--- src/rtl/fetch_if.sv ---
//------------------------------------------------------------------------------
// fetch_if : instruction-memory read bus between fetch and memory.
// Revision : 1.0
//------------------------------------------------------------------------------
`default_nettype none

interface fetch_if;
  logic        imem_req;
  logic [31:0] imem_addr;
  logic        imem_ack;
  logic [31:0] imem_data;
  logic        imem_err;

  modport master (output imem_req, imem_addr, input imem_ack, imem_data, imem_err);
  modport slave  (input imem_req, imem_addr, output imem_ack, imem_data, imem_err);
endinterface

`default_nettype wire

--- src/rtl/fetch.sv ---
//------------------------------------------------------------------------------
// fetch : prefetching instruction fetch with a 2-entry queue and redirect drop.
// Revision : 1.0
//------------------------------------------------------------------------------
`default_nettype none

module fetch #(
  parameter logic [31:0] RESET_PC = 32'h0000_0000
) (
  input  wire logic        clk,
  input  wire logic        rst,
  input  wire logic        i_exec_stall,
  input  wire logic        i_mem_stall,
  input  wire logic        i_jump_valid,
  input  wire logic [31:0] i_jump_addr,
  input  wire logic        i_exc_valid,
  input  wire logic [31:0] i_exc_addr,
  output logic      [31:0] o_pc,
  output logic      [31:0] o_instr,
  output logic             o_fetch_stall,
  output logic             o_fetch_error,
  fetch_if.master          imem
);

  typedef enum logic [0:0] {
    S_FETCH = 1'b0,
    S_DROP  = 1'b1
  } state_t;

  localparam logic [31:0] c_nop = 32'h0000_0000;

  state_t            r_state;
  logic              r_req;
  logic [31:0]       r_addr;
  logic [31:0]       r_target;
  logic [1:0]        r_count;
  logic [1:0][31:0]  r_pc;
  logic [1:0][31:0]  r_instr;
  logic [1:0]        r_err;

  logic        w_has;
  logic        w_consume;
  logic        w_redirect;
  logic [31:0] w_target;
  logic        w_ack;
  logic        w_push;
  logic [1:0]  w_count_pop;
  logic [1:0]  w_count_next;
  logic        w_room;
  logic [31:0] w_addr_inc;

  assign w_has        = (r_count != 2'd0);
  assign w_consume    = w_has && !i_exec_stall && !i_mem_stall;
  assign w_redirect   = i_exc_valid || i_jump_valid;
  assign w_target     = {(i_exc_valid ? i_exc_addr[31:2] : i_jump_addr[31:2]), 2'b00};
  assign w_ack        = r_req && imem.imem_ack;
  assign w_push       = w_ack && (r_state == S_FETCH) && !w_redirect;
  assign w_count_pop  = r_count - {1'b0, w_consume};
  assign w_count_next = w_redirect ? 2'd0 : (w_count_pop + {1'b0, w_push});
  assign w_room       = !w_count_next[1];
  assign w_addr_inc   = r_addr + 32'd4;

  // Queue: entry 0 is the head; a pop shifts entry 1 down before the push lands.
  always_ff @(posedge clk or posedge rst) begin
    if (rst) begin
      r_count <= 2'd0;
      r_pc    <= '0;
      r_instr <= '0;
      r_err   <= '0;
    end else begin
      r_count <= w_count_next;
      if (w_consume) begin
        r_pc[0]    <= r_pc[1];
        r_instr[0] <= r_instr[1];
        r_err[0]   <= r_err[1];
      end
      if (w_push) begin
        r_pc[w_count_pop[0]]    <= r_addr;
        r_instr[w_count_pop[0]] <= imem.imem_err ? c_nop : imem.imem_data;
        r_err[w_count_pop[0]]   <= imem.imem_err;
      end
    end
  end

  // r_addr doubles as the next fetch address while no request is outstanding.
  always_ff @(posedge clk or posedge rst) begin
    if (rst) begin
      r_state  <= S_FETCH;
      r_req    <= 1'b0;
      r_addr   <= RESET_PC;
      r_target <= RESET_PC;
    end else begin
      case (r_state)
        S_FETCH: begin
          if (w_redirect && r_req && !w_ack) begin
            r_state  <= S_DROP;
            r_target <= w_target;
          end else if (w_redirect) begin
            r_req  <= 1'b1;
            r_addr <= w_target;
          end else if (w_ack) begin
            r_req  <= w_room;
            r_addr <= w_addr_inc;
          end else if (!r_req) begin
            r_req <= w_room;
          end
        end
        S_DROP: begin
          if (w_ack) begin
            r_state <= S_FETCH;
            r_req   <= 1'b1;
            r_addr  <= w_redirect ? w_target : r_target;
          end else if (w_redirect) begin
            r_target <= w_target;
          end
        end
        default: r_state <= S_FETCH;
      endcase
    end
  end

  assign o_pc          = w_has ? r_pc[0]    : 32'h0;
  assign o_instr       = w_has ? r_instr[0] : c_nop;
  assign o_fetch_error = w_has && r_err[0];
  assign o_fetch_stall = !w_has;

  assign imem.imem_req  = r_req;
  assign imem.imem_addr = r_addr;

endmodule

`default_nettype wire

--- src/flat_wrapper.sv ---
// flat-port wrapper written by rule: the top's interface ports become plain ports
module fetch_flat 
#(
  parameter logic [31:0] RESET_PC = 32'h0000_0000
)
  (clk, rst, i_exec_stall, i_mem_stall, i_jump_valid, i_jump_addr, i_exc_valid, i_exc_addr, o_pc, o_instr, o_fetch_stall, o_fetch_error, imem_imem_req, imem_imem_addr, imem_imem_ack, imem_imem_data, imem_imem_err);
  fetch_if imem_i ();
  input  wire logic clk;
  input  wire logic rst;
  input  wire logic i_exec_stall;
  input  wire logic i_mem_stall;
  input  wire logic i_jump_valid;
  input  wire logic [31:0] i_jump_addr;
  input  wire logic i_exc_valid;
  input  wire logic [31:0] i_exc_addr;
  output logic      [31:0] o_pc;
  output logic      [31:0] o_instr;
  output logic o_fetch_stall;
  output logic o_fetch_error;
  output wire logic [$bits(imem_i.imem_req)-1:0] imem_imem_req;
  output wire logic [$bits(imem_i.imem_addr)-1:0] imem_imem_addr;
  input wire logic [$bits(imem_i.imem_ack)-1:0] imem_imem_ack;
  input wire logic [$bits(imem_i.imem_data)-1:0] imem_imem_data;
  input wire logic [$bits(imem_i.imem_err)-1:0] imem_imem_err;
  assign imem_imem_req = imem_i.imem_req;
  assign imem_imem_addr = imem_i.imem_addr;
  assign imem_i.imem_ack = imem_imem_ack;
  assign imem_i.imem_data = imem_imem_data;
  assign imem_i.imem_err = imem_imem_err;
  fetch #(.RESET_PC(RESET_PC)) u_core (.clk(clk), .rst(rst), .i_exec_stall(i_exec_stall), .i_mem_stall(i_mem_stall), .i_jump_valid(i_jump_valid), .i_jump_addr(i_jump_addr), .i_exc_valid(i_exc_valid), .i_exc_addr(i_exc_addr), .o_pc(o_pc), .o_instr(o_instr), .o_fetch_stall(o_fetch_stall), .o_fetch_error(o_fetch_error), .imem(imem_i));
endmodule
--- config.mk ---
export PLATFORM = sky130hd
export DESIGN_NAME = fetch_flat
export DESIGN_NICKNAME = d
export VERILOG_FILES = /design/src/rtl/fetch_if.sv /design/src/rtl/fetch.sv /design/src/flat_wrapper.sv
export SDC_FILE = /design/constraint.sdc
export NUM_CORES = 1
export LEC_CHECK = 0
export CAP_MARGIN = 20
export CELL_PAD_IN_SITES_DETAIL_PLACEMENT = 0
export CELL_PAD_IN_SITES_GLOBAL_PLACEMENT = 2
export CORE_MARGIN = 5
export CORE_UTILIZATION = 33
export DETAILED_ROUTE_END_ITERATION = 10
export GPL_TIMING_DRIVEN = 0
export PLACE_DENSITY_LB_ADDON = 0.1
export SLEW_MARGIN = 20
export SYNTH_ARGS = -nofsm -noshare
export SYNTH_HDL_FRONTEND = slang
export SYNTH_SLANG_ARGS = --single-unit
export TNS_END_PERCENT = 1
--- constraint.sdc ---
create_clock -name clk -period 7.95 [get_ports clk]
set_input_delay 1.59 -clock clk [delete_from_list [all_inputs] [get_ports clk]]
set_output_delay 1.59 -clock clk [all_outputs]
set_load 0.03 [all_outputs]
==> key figures <==
Detailed routing
  – Initial DRC Count: roughly 590
  – DR WL/cell: 20.6 um
  – First-pass DRT Iterations: 5
  – Vias/cell: between 5 and 6
  – # DRC: 0
  – Final wirelength: roughly 35000 um
  – Vias: 8753
  – Routed Antenna Nets: 0

Yosys
  – Most used DFF post-synth: dfrtp_1
  – Flops & latches, synth: roughly 200
  – Seq/Total Area, Yosys: 0.475
  – Synth warn: 0
  – Post-synth cell types: 54
  – FFs w/ async S/R, synth: 1.00
  – Cell count after synthesis: approximately 1100
  – Mean Syn Cell Area: approximately 10 um2
  – Mapped Nets: approximately 1200
  – EDFF count, synth: 0
  – Synth Cell Area: approximately 10000 um2

Worst setup path
  – Reg2Reg Setup Slack: a little over 4 ns
  – CP endpoint kind: primary output
  – Critical Path RT: 6.36 ns
  – Worst Reg-to-Reg Cells: 10
  – RR Endpoint: u_core.r_pc[44]
  – CP Data Arrival Time: between 3 and 4 ns
  – Crit-path max FO: 10
  – Critical Path Source Type: register
  – Setup Crit Path Kind: reg -> out
  – Reg2Reg Launch Point: u_core.r_count[1]

STA
  – Fmax: between 0.2 and 0.25 GHz
  – Final Cycle Share: 0.601
  – Final setup viols: 0
  – Final hold vios: 0
  – Min cycle time layout: roughly 4.8 ns
  – Worst slew pin tran: 1.08 ns
  – Slew Limit Fails: 0
  – Max-slew headroom: 0.275
  – RSZ-0062 raised after global routing: no
  – Clk_skew: between 0.015 and 0.02 ns

Layout
  – Commonest non-fill, non-tap cell in the layout: dfrtp_1
  – Final Util: 0.432
  – Most frequent cells in the layout: 198 x dfrtp_1, 197 x clkdlybuf4s50_1, 120 x nand2_1, 100 x nor2b_1, 92 x o21ai_0
  – Area Growth Syn to Fin: 30.1%
  – Share of post-route cells with drive strength above 1: 0.115
  – ANT cells: 0
  – Fin nets: 1384
  – Finished Cell Area: 13600 um2

Clock network
  – Skew-Pair Late Insertion Delay: ~0.45 ns
  – Clock Pin Slew Worst Setup and Hold Paths: roughly 0.09 ns
  – CTS tree: done
  – Clock sinks: a little under 200
  – PostCTS Resize Cnt: 0
  – H-Tree Depth: 4
  – Setup Fix Bufs, Post-CTS: 0
  – CTS Buf Count: 17
  – Clk root buf: clkbuf_16
  – CTS Hold Buffers Added: 0
  – Clk buf depth: 2

Die
  – Core area: between 30000 and 40000 um2
  – # rows: 65
  – Die width: around 190 um
  – Die area: between 30000 and 40000 um2
  – Initial Util: 0.332
  – Chip height: approximately 190 um
  – # IOs: between 200 and 250

Status
  – Status: complete, no violations

Placed design
  – I/O Buffers: around 200
  – Gp weighted congestion: 0.787
  – Placed cell areas: between 10000 and 15000 um2
  – Dpl hpwl: 25200 um

Power and ir drop
  – Pwr Density: ~250 nW/um2
  – Maximum VDD drop: between 0.15 and 0.2 mV
  – Power consumption: 3.42 mW
  – Leak Pwr: 6.07 nW

Global route
  – Overflow after GRT: 0
  – Largest net degree at the start of global routing: 70
  – Initial antenna violation count: 0
  – First-pass GRT wire length: ~54000 um
  – Gr usage total: 0.196
  – Vias in the first global route: 9054

Worst hold path
  – Hold_sp: u_core.r_pc[37]
  – Hold EP: u_core.r_pc[37]
  – Hold path depth: 1
  – Hold crit path type: reg -> reg

Flow run
  – Max Cap Violations: 0
-- final cells by class --
class / count / area [um2]
buffer: 83 / 395
clock buffer: 18 / 429
timing repair buffer: 199 / 2030
clock inverter: 14 / 174
sequential: 198 / 4950
fill: 3127 / 17800
inverter: 11 / 48.8
multi-input combinational: 767 / 5040
tap: 402 / 503
-- flip-flops by register name, summed over array words and instances (netlist names) --
signal	flops
u_core.imem.imem_req	1
u_core.r_pc	64
u_core.r_count	2
u_core.r_target	32
u_core.r_err	2
u_core.r_state	1
u_core.imem.imem_addr	32
u_core.r_instr	64
-- metrics by stage --
step | TNS [ns] | hold WS [ns] | instances | setup WS [ns]
2_1_floorplan | 0 | 0.465 | 1059 | 0.963
3_3_place_gp | -471.82 | 0.484 | 1658 | -2.40
3_5_place_dp | 0 | 0.488 | 1660 | 2.68
4_1_cts | 0 | 0.514 | 1692 | 3.06
5_1_grt | 0 | 0.523 | 1692 | 3.01
6_report | 0 | 0.511 | 1692 | 3.17
-- layer usage --
metal / up-vias / GRT usage / routed length, um
li1: 4154 / - / -
met1: 4354 / 0.267 / 16100
met2: 227 / 0.335 / 17000
met3: 18 / 0.0305 / 1420
met4: 0 / 0.0350 / 361
met5: - / 0 / 0
-- how the worst max path moves through the flow --
stage                      start  cells past startpoint  slack [ns]                  endpoint
5_1_grt        u_core.r_count[1]                      5        3.01                  o_pc[13]
4_1_cts        u_core.r_count[1]                      5        3.06                  o_pc[17]
6_report       u_core.r_count[1]                      5        3.17                  o_pc[13]
3_3_place_gp                 rst                      2       -2.40           u_core.r_pc[19]
2_1_floorplan                rst                      1        0.96  u_core.imem.imem_addr[0]
3_5_place_dp        i_jump_valid                      9        2.68           u_core.r_pc[51]
-- power breakdown --
group / internal, mW / total, mW / leakage [nW] / switching [mW]
registers: 1.27 / 1.51 / 2.56 / 0.240
clock network: 0.429 / 0.898 / 0.288 / 0.469
logic: 0.436 / 1.01 / 3.22 / 0.574
-- cells by family after synthesis --
| logic type | after synthesis | synth area share |
|---|---|---|
| AO/OA/AOI/OAI | 235 | 0.126 |
| adder cells (fa/ha/maj) | 3 | 0.00360 |
| XOR/XNOR | 2 | 0.00168 |
| multiplexers | 152 | 0.154 |
| flip-flops | 198 | 0.475 |
| AND/OR/NAND/NOR | 375 | 0.199 |
| buffers and inverters | 94 | 0.0419 |
-- synth_stat cells, types with 2 or more instances --
cell / n / area (um2)
clkbuf_1: 50 / 188
a211oi_1: 2 / 15.0
nor3_2: 3 / 30.0
o21ai_1: 22 / 110
nand4_1: 13 / 81.3
nor4_4: 2 / 42.5
o211ai_1: 5 / 37.5
nand4_4: 2 / 42.5
nand3_1: 14 / 70.1
nor3_1: 3 / 15.0
nand2_1: 120 / 450
o21ai_0: 92 / 460
or4_1: 3 / 22.5
a22o_1: 6 / 52.6
or3_1: 5 / 31.3
a21oi_1: 69 / 345
nand3b_1: 13 / 97.6
inv_1: 11 / 41.3
ha_1: 3 / 37.5
dfrtp_1: 198 / 4950
a32oi_1: 2 / 17.5
mux2i_1: 87 / 871
and3_1: 10 / 62.6
mux2_2: 65 / 732
and3b_1: 12 / 105
a221oi_1: 2 / 17.5
nor2_1: 47 / 176
nor2b_1: 100 / 626
o2bb2ai_1: 2 / 17.5
nor4_1: 4 / 25.0
o31a_1: 5 / 43.8
nand2b_1: 12 / 75.1
nor3_4: 3 / 48.8
o22ai_1: 4 / 25.0
a31oi_1: 17 / 106
buf_2: 19 / 95.1
a32o_1: 2 / 20.0
and2_1: 4 / 25.0
buf_4: 11 / 82.6
-- worst max-delay path: stages, from the launching register on --
cell             delay (ns)
dfrtp_1                0.40
nor2_1                 0.48
clkbuf_1               0.54
clkbuf_1               0.56
nor2b_1                0.14
clkdlybuf4s50_1        0.63
No activity file was read; power rests on OpenSTA's default activity.
